==> src/rtl/alu_pkg.sv <==
// Shared ALU write-back definitions: opcode width, default result width and
// the FIFO entry layout {op, zero, result}.
package alu_pkg;

  localparam int OP_W       = 4;
  localparam int DW_DEFAULT = 32;

  typedef struct packed {
    logic [OP_W-1:0]       op;
    logic                  zero;
    logic [DW_DEFAULT-1:0] result;
  } alu_entry_t;

endpackage

==> src/rtl/alu_wb_fifo_if.sv <==
// Producer/consumer handshake bundle of the ALU write-back FIFO.
// The FIFO uses the slave modport; the ALU and consumer side use master.
interface alu_wb_fifo_if #(
  parameter int DW = alu_pkg::DW_DEFAULT
);

  logic                     in_valid;
  logic                     in_ready;
  logic [DW-1:0]            in_result;
  logic                     in_zero;
  logic [alu_pkg::OP_W-1:0] in_op;

  logic                     out_valid;
  logic                     out_ready;
  logic [DW-1:0]            out_result;
  logic                     out_zero;
  logic [alu_pkg::OP_W-1:0] out_op;

  modport master (
    output in_valid, in_result, in_zero, in_op, out_ready,
    input  in_ready, out_valid, out_result, out_zero, out_op
  );

  modport slave (
    input  in_valid, in_result, in_zero, in_op, out_ready,
    output in_ready, out_valid, out_result, out_zero, out_op
  );

endinterface

==> src/rtl/alu_wb_fifo_mem.sv <==
// Entry storage for the write-back FIFO: one synchronous write port and one
// asynchronous read port.
module alu_wb_fifo_mem #(
  parameter int DEPTH = 8,
  parameter int W     = 37
) (
  input  logic                     clk,
  input  logic                     we,
  input  logic [$clog2(DEPTH)-1:0] waddr,
  input  logic [W-1:0]             wdata,
  input  logic [$clog2(DEPTH)-1:0] raddr,
  output logic [W-1:0]             rdata
);

  logic [W-1:0] mem [DEPTH];

  // NOTE: the array has no reset; validity is tracked by the pointers and the
  // occupancy count, so clearing it would only cost reset routing.
  always_ff @(posedge clk) begin
    if (we) mem[waddr] <= wdata;
  end

  assign rdata = mem[raddr];

endmodule

==> src/rtl/alu_wb_fifo.sv <==
// Show-ahead FIFO buffering ALU results {op, zero, result} for write-back,
// with a sticky drop flag. Define ALU_WB_STATS_EN to add the zero_cnt output.
module alu_wb_fifo
  import alu_pkg::*;
#(
  parameter int DEPTH = 8,
  parameter int DW    = DW_DEFAULT
) (
  input  logic                     clk,
  input  logic                     rst_n,
  alu_wb_fifo_if.slave             bus,
  input  logic                     clr_ovf,
  output logic [$clog2(DEPTH):0]   count,
  output logic                     overflow
`ifdef ALU_WB_STATS_EN
  ,
  output logic [15:0]              zero_cnt
`endif
);

  localparam int AW = $clog2(DEPTH);
  localparam logic [AW:0] FULL_CNT = (AW+1)'(DEPTH);

  typedef struct packed {
    logic [OP_W-1:0] op;
    logic            zero;
    logic [DW-1:0]   result;
  } entry_t;

  logic [AW-1:0] wr_ptr, rd_ptr;
  logic [AW:0]   count_q;
  logic          ovf_q;
  logic          run_q;
  logic          full, empty, push, pop;
  entry_t        wr_entry, rd_entry;

  assign full  = (count_q == FULL_CNT);
  assign empty = (count_q == '0);

  assign bus.in_ready  = !full;
  assign bus.out_valid = !empty;

  // run_q holds off pushes until the edge after rst_n deassertion is seen.
  assign push = bus.in_valid && !full && run_q;
  assign pop  = bus.out_ready && !empty;

  assign wr_entry = '{op: bus.in_op, zero: bus.in_zero, result: bus.in_result};

  alu_wb_fifo_mem #(
    .DEPTH (DEPTH),
    .W     ($bits(entry_t))
  ) u_mem (
    .clk   (clk),
    .we    (push),
    .waddr (wr_ptr),
    .wdata (wr_entry),
    .raddr (rd_ptr),
    .rdata (rd_entry)
  );

  always_comb begin
    // NOTE: every output gets a default first so no path leaves it unassigned
    // and no latch is inferred.
    bus.out_result = '0;
    bus.out_zero   = 1'b0;
    bus.out_op     = '0;
    if (!empty) begin
      bus.out_result = rd_entry.result;
      bus.out_zero   = rd_entry.zero;
      bus.out_op     = rd_entry.op;
    end
  end

  always_ff @(posedge clk or negedge rst_n) begin
    // NOTE: sequential state uses non-blocking assignments so every flop
    // samples pre-edge values regardless of statement order.
    if (!rst_n) run_q <= 1'b0;
    else        run_q <= 1'b1;
  end

  always_ff @(posedge clk or negedge rst_n) begin
    if (!rst_n) begin
      wr_ptr  <= '0;
      rd_ptr  <= '0;
      count_q <= '0;
    end else begin
      if (push) wr_ptr <= wr_ptr + 1'b1;
      if (pop)  rd_ptr <= rd_ptr + 1'b1;
      case ({push, pop})
        2'b10:   count_q <= count_q + 1'b1;
        2'b01:   count_q <= count_q - 1'b1;
        default: count_q <= count_q;
      endcase
    end
  end

  // A drop in the same cycle as clr_ovf keeps the flag set.
  always_ff @(posedge clk or negedge rst_n) begin
    if (!rst_n)                    ovf_q <= 1'b0;
    else if (bus.in_valid && full) ovf_q <= 1'b1;
    else if (clr_ovf)              ovf_q <= 1'b0;
  end

  assign count    = count_q;
  assign overflow = ovf_q;

`ifdef ALU_WB_STATS_EN
  logic [15:0] zero_cnt_q;

  always_ff @(posedge clk or negedge rst_n) begin
    if (!rst_n)                                        zero_cnt_q <= '0;
    else if (clr_ovf)                                  zero_cnt_q <= '0;
    else if (push && bus.in_zero && zero_cnt_q != '1)  zero_cnt_q <= zero_cnt_q + 1'b1;
  end

  assign zero_cnt = zero_cnt_q;
`endif

endmodule

==> src/flat_wrapper.sv <==
// flat-port wrapper written by rule: the top's interface ports become plain ports
module alu_wb_fifo_flat import alu_pkg::*;
#(
  parameter int DEPTH = 8,
  parameter int DW    = DW_DEFAULT
)
  (clk, rst_n, clr_ovf, count, overflow, bus_in_valid, bus_in_result, bus_in_zero, bus_in_op, bus_out_ready, bus_in_ready, bus_out_valid, bus_out_result, bus_out_zero, bus_out_op);
  alu_wb_fifo_if #(.DW(DW)) bus_i ();
  input  logic clk;
  input  logic rst_n;
  input  logic clr_ovf;
  output logic [$clog2(DEPTH):0] count;
  output logic overflow;
  input wire logic [$bits(bus_i.in_valid)-1:0] bus_in_valid;
  input wire logic [$bits(bus_i.in_result)-1:0] bus_in_result;
  input wire logic [$bits(bus_i.in_zero)-1:0] bus_in_zero;
  input wire logic [$bits(bus_i.in_op)-1:0] bus_in_op;
  input wire logic [$bits(bus_i.out_ready)-1:0] bus_out_ready;
  output wire logic [$bits(bus_i.in_ready)-1:0] bus_in_ready;
  output wire logic [$bits(bus_i.out_valid)-1:0] bus_out_valid;
  output wire logic [$bits(bus_i.out_result)-1:0] bus_out_result;
  output wire logic [$bits(bus_i.out_zero)-1:0] bus_out_zero;
  output wire logic [$bits(bus_i.out_op)-1:0] bus_out_op;
  assign bus_i.in_valid = bus_in_valid;
  assign bus_i.in_result = bus_in_result;
  assign bus_i.in_zero = bus_in_zero;
  assign bus_i.in_op = bus_in_op;
  assign bus_i.out_ready = bus_out_ready;
  assign bus_in_ready = bus_i.in_ready;
  assign bus_out_valid = bus_i.out_valid;
  assign bus_out_result = bus_i.out_result;
  assign bus_out_zero = bus_i.out_zero;
  assign bus_out_op = bus_i.out_op;
  alu_wb_fifo #(.DEPTH(DEPTH), .DW(DW)) u_core (.clk(clk), .rst_n(rst_n), .bus(bus_i), .clr_ovf(clr_ovf), .count(count), .overflow(overflow));
endmodule
==> config.mk <==
export PLATFORM = sky130hd
export DESIGN_NAME = alu_wb_fifo_flat
export DESIGN_NICKNAME = d
export VERILOG_FILES = /design/src/rtl/alu_pkg.sv /design/src/rtl/alu_wb_fifo_if.sv /design/src/rtl/alu_wb_fifo_mem.sv /design/src/rtl/alu_wb_fifo.sv /design/src/flat_wrapper.sv
export SDC_FILE = /design/constraint.sdc
export NUM_CORES = 1
export LEC_CHECK = 0
export CAP_MARGIN = 20
export CORE_MARGIN = 3
export CORE_UTILIZATION = 40
export DETAILED_ROUTE_END_ITERATION = 12
export SKIP_CTS_REPAIR_TIMING = 1
export SLEW_MARGIN = 30
export SYNTH_ARGS = -nofsm -noshare
export SYNTH_HDL_FRONTEND = slang
export SYNTH_SLANG_ARGS = --single-unit
==> constraint.sdc <==
create_clock -name clk -period 4.9 [get_ports clk]
set_input_delay 0.98 -clock clk [delete_from_list [all_inputs] [get_ports clk]]
set_output_delay 0.98 -clock clk [all_outputs]
set_load 0.01 [all_outputs]
==> results.md <==
- Status: finished clean
- Critical path's largest stage delay: between 700 and 800 ps
- CP delay by family, top: buffers and inverters
- First drt pass iteration count: 4
- Via count: between 5000 and 6000
- Crit-path max FO: 28
- Wire length per cell: 22.1 um
- Fillers: 2349
- Largest net degree at the start of global routing: 41
- Synth top area cells: edfxtp_1 75%, mux4_2 14%, mux2i_1 3.1%
- Power per cell area: 577 nW/um^2
- Top-count cell post-synth: edfxtp_1
- Clock Latency Late Sink: 500 ps
- Die span in x: ~180 um
- Initial DRC count: 347
- H-tree Lvls: 2
- GPL Wtd Cong: 0.700
- Synth-to-Final Area Change: 20.8%
- Antenna Cells: 0
- Power Total: 8.26 mW
- Fraction of layout cells with a size suffix above 1: 23.0%
- Wirelength, routed: 23300 um
- Worst min-delay path category: reg -> reg
- CP required: 3920 ps
- Total GRT Usage: 15.1%
- Avg Vias per Cell: approximately 5.2
- Most area-hungry cell type in the Yosys netlist: edfxtp_1
- Clock Sinks: slightly above 300
- Max-cap viol count: 0
- Register area share after synthesis: 77.5%
- Final net count: 694
- Final worst path period share: 81.2%
- Crit path DAT: 3000 ps
- Commonest cells post-synth: 296 x edfxtp_1, 74 x mux4_2, 45 x nor2_1
- Post-synth EDFFs: slightly below 300
- Min Tclk post-route: 3980 ps
- RSZ-0062 raised after global routing: no
- CP cell instances: buf_12 > mux4_2 > mux2i_1 > nor2_1 > clkdlybuf4s50_1
- Setup CP Type: reg -> out
- Post-synth ARST share: 3.90%
- Hold Vio Cnt, Final: 0
- CTS Buf Count: 34
- Final Util: 49.5%
- Non-Filler Instances: 1055
- # DRC: 0
- Synth Cell Area: 11900 um^2
- Critical Path Source Type: flop
- Worst Skew: 17.9 ps
- Number of global-route vias before repair: 5921
- Placed instance count: 995
- Post-route antenna net violation count: 0
- Setup-failing EPs final: 0
- Mapped Cells: 533
- # rows: 62
- # IOs: 86
- Leak: 4.67 nW
- Core box area: approximately 29000 um^2
- Critical path endpoint category: output port
- Synth top area share: about 75%
- Synth unique cells: 32
- WHS: 530 ps
- Worst-case clock buffer depth: 3
- IO Port Bufs: 85
- Total negative slack: 0 ps
- Slew Viols, Final: 0
- Worst-path clk slew: 60 ps
- Slew margin rel.: 52.7%
- Gr ovfl total: 0
- Syn avg cell area: approximately 22 um^2
- Post-synth net total: 580
- DP HPWL: 13400 um
- CTS tree: built
- Worst-Margin Slew: 709 ps
- Critical path buffer and inverter count: 2
- Crit-path slowest cell: dfrtp_4
- F_max: around 250 MHz
- Total die area: about 32000 um^2
- Clk root buf: clkbuf_16
- Max VDD drop: 0.000346 V
- Initial antenna violation count: 0
- Ys Warns: 0
- First-pass GRT wire length: 36100 um
- Post-synth top flop: edfxtp_1
- #FFs+latches synth: around 300
- Starting Density: roughly 41%
- Die Ht: between 150 and 200 um
-- power breakdown --
| group | internal (mW) | total, mW | switching (mW) |
|---|---|---|---|
| Clock | 1.38 | 2.34 | 0.953 |
| Combinational | 1.40 | 2.51 | 1.11 |
| Sequential | 3.14 | 3.41 | 0.274 |
| Total | 5.92 | 8.26 | 2.34 |
-- cell usage in the layout (no fill, tap or decap), types with 2 or more instances in the layout --
cell and instances:
clkinv_2 4, nor3_2 2, clkinv_1 6, nor2_1 39, inv_1 4, a21oi_1 2
mux4_2 74, nor2_4 6, xnor2_1 3, buf_4 18, nand2b_1 3, clkdlybuf4s50_1 85
clkbuf_16 35, clkbuf_1 10, ha_1 5, mux2i_1 37, dfrtp_4 2, xor2_1 6
edfxtp_1 296, nand2_1 4, dfrtp_1 9
-- registers in the layout (all words and copies together), names as in the netlist --
| signal | flops |
|---|---|
| u_core.count | 4 |
| u_core.overflow | 1 |
| u_core.rd_ptr | 3 |
| u_core.wr_ptr | 3 |
| u_core.u_mem.mem | 296 |
| u_core.run_q | 1 |
-- per-layer routing --
metal / vias to the layer above / track usage [%] / routed length (um)
li1: 2420 / - / -
met1: 2916 / 21.0 / 10600
met2: 121 / 25.0 / 11300
met3: 34 / 2.98 / 1050
met4: 0 / 3.53 / 400
met5: - / 0 / 0
-- logic make-up after synthesis --
family	count (synthesis)	synth area share (%)
compound gates	5	0.296
xor+xnor	9	0.665
other cells	1	0.0316
fa+ha+maj	5	0.528
simple gates	61	2.30
mux	114	17.5
buf+inv	30	1.15
flops	308	77.5
-- area by class of cell --
class | instances | area, um^2 | share of cell area (%)
multi-input cells | 195 | 2590 | 18.1
flip-flops and latches | 308 | 9200 | 64.2
clock inverters | 14 | 105 | 0.734
clock buffers | 46 | 927 | 6.47
repair buffers | 104 | 1010 | 7.02
well taps | 384 | 480 | 3.36
inverters | 4 | 15.0 | 0.105
-- per-stage QoR --
step / setup slack [ps] / area [um^2]
6_report: 921 / 14300
5_1_grt: 720 / 14300
4_1_cts: 831 / 14300
3_5_place_dp: 1340 / 13300
3_3_place_gp: 1370 / 13300
2_1_floorplan: 369 / 11900
-- worst paths after layout --
check / slack [ps] / from / endpoint / cells after the start
setup / recovery: 920 / u_core.rd_ptr[0] / bus_out_result[19] / 5
hold / removal: 530 / u_core.wr_ptr[0] / u_core.wr_ptr[0] / 1
setup reg to reg: 1960 / u_core.count[2] / u_core.count[2] / 11
hold reg to reg: 530 / u_core.wr_ptr[0] / u_core.wr_ptr[0] / 1
max in group asynchronous: 3580 / rst_n / u_core.rd_ptr[1] / 1
min in group asynchronous: 870 / rst_n / u_core.overflow / 1
(Power assumes the default switching activity.)
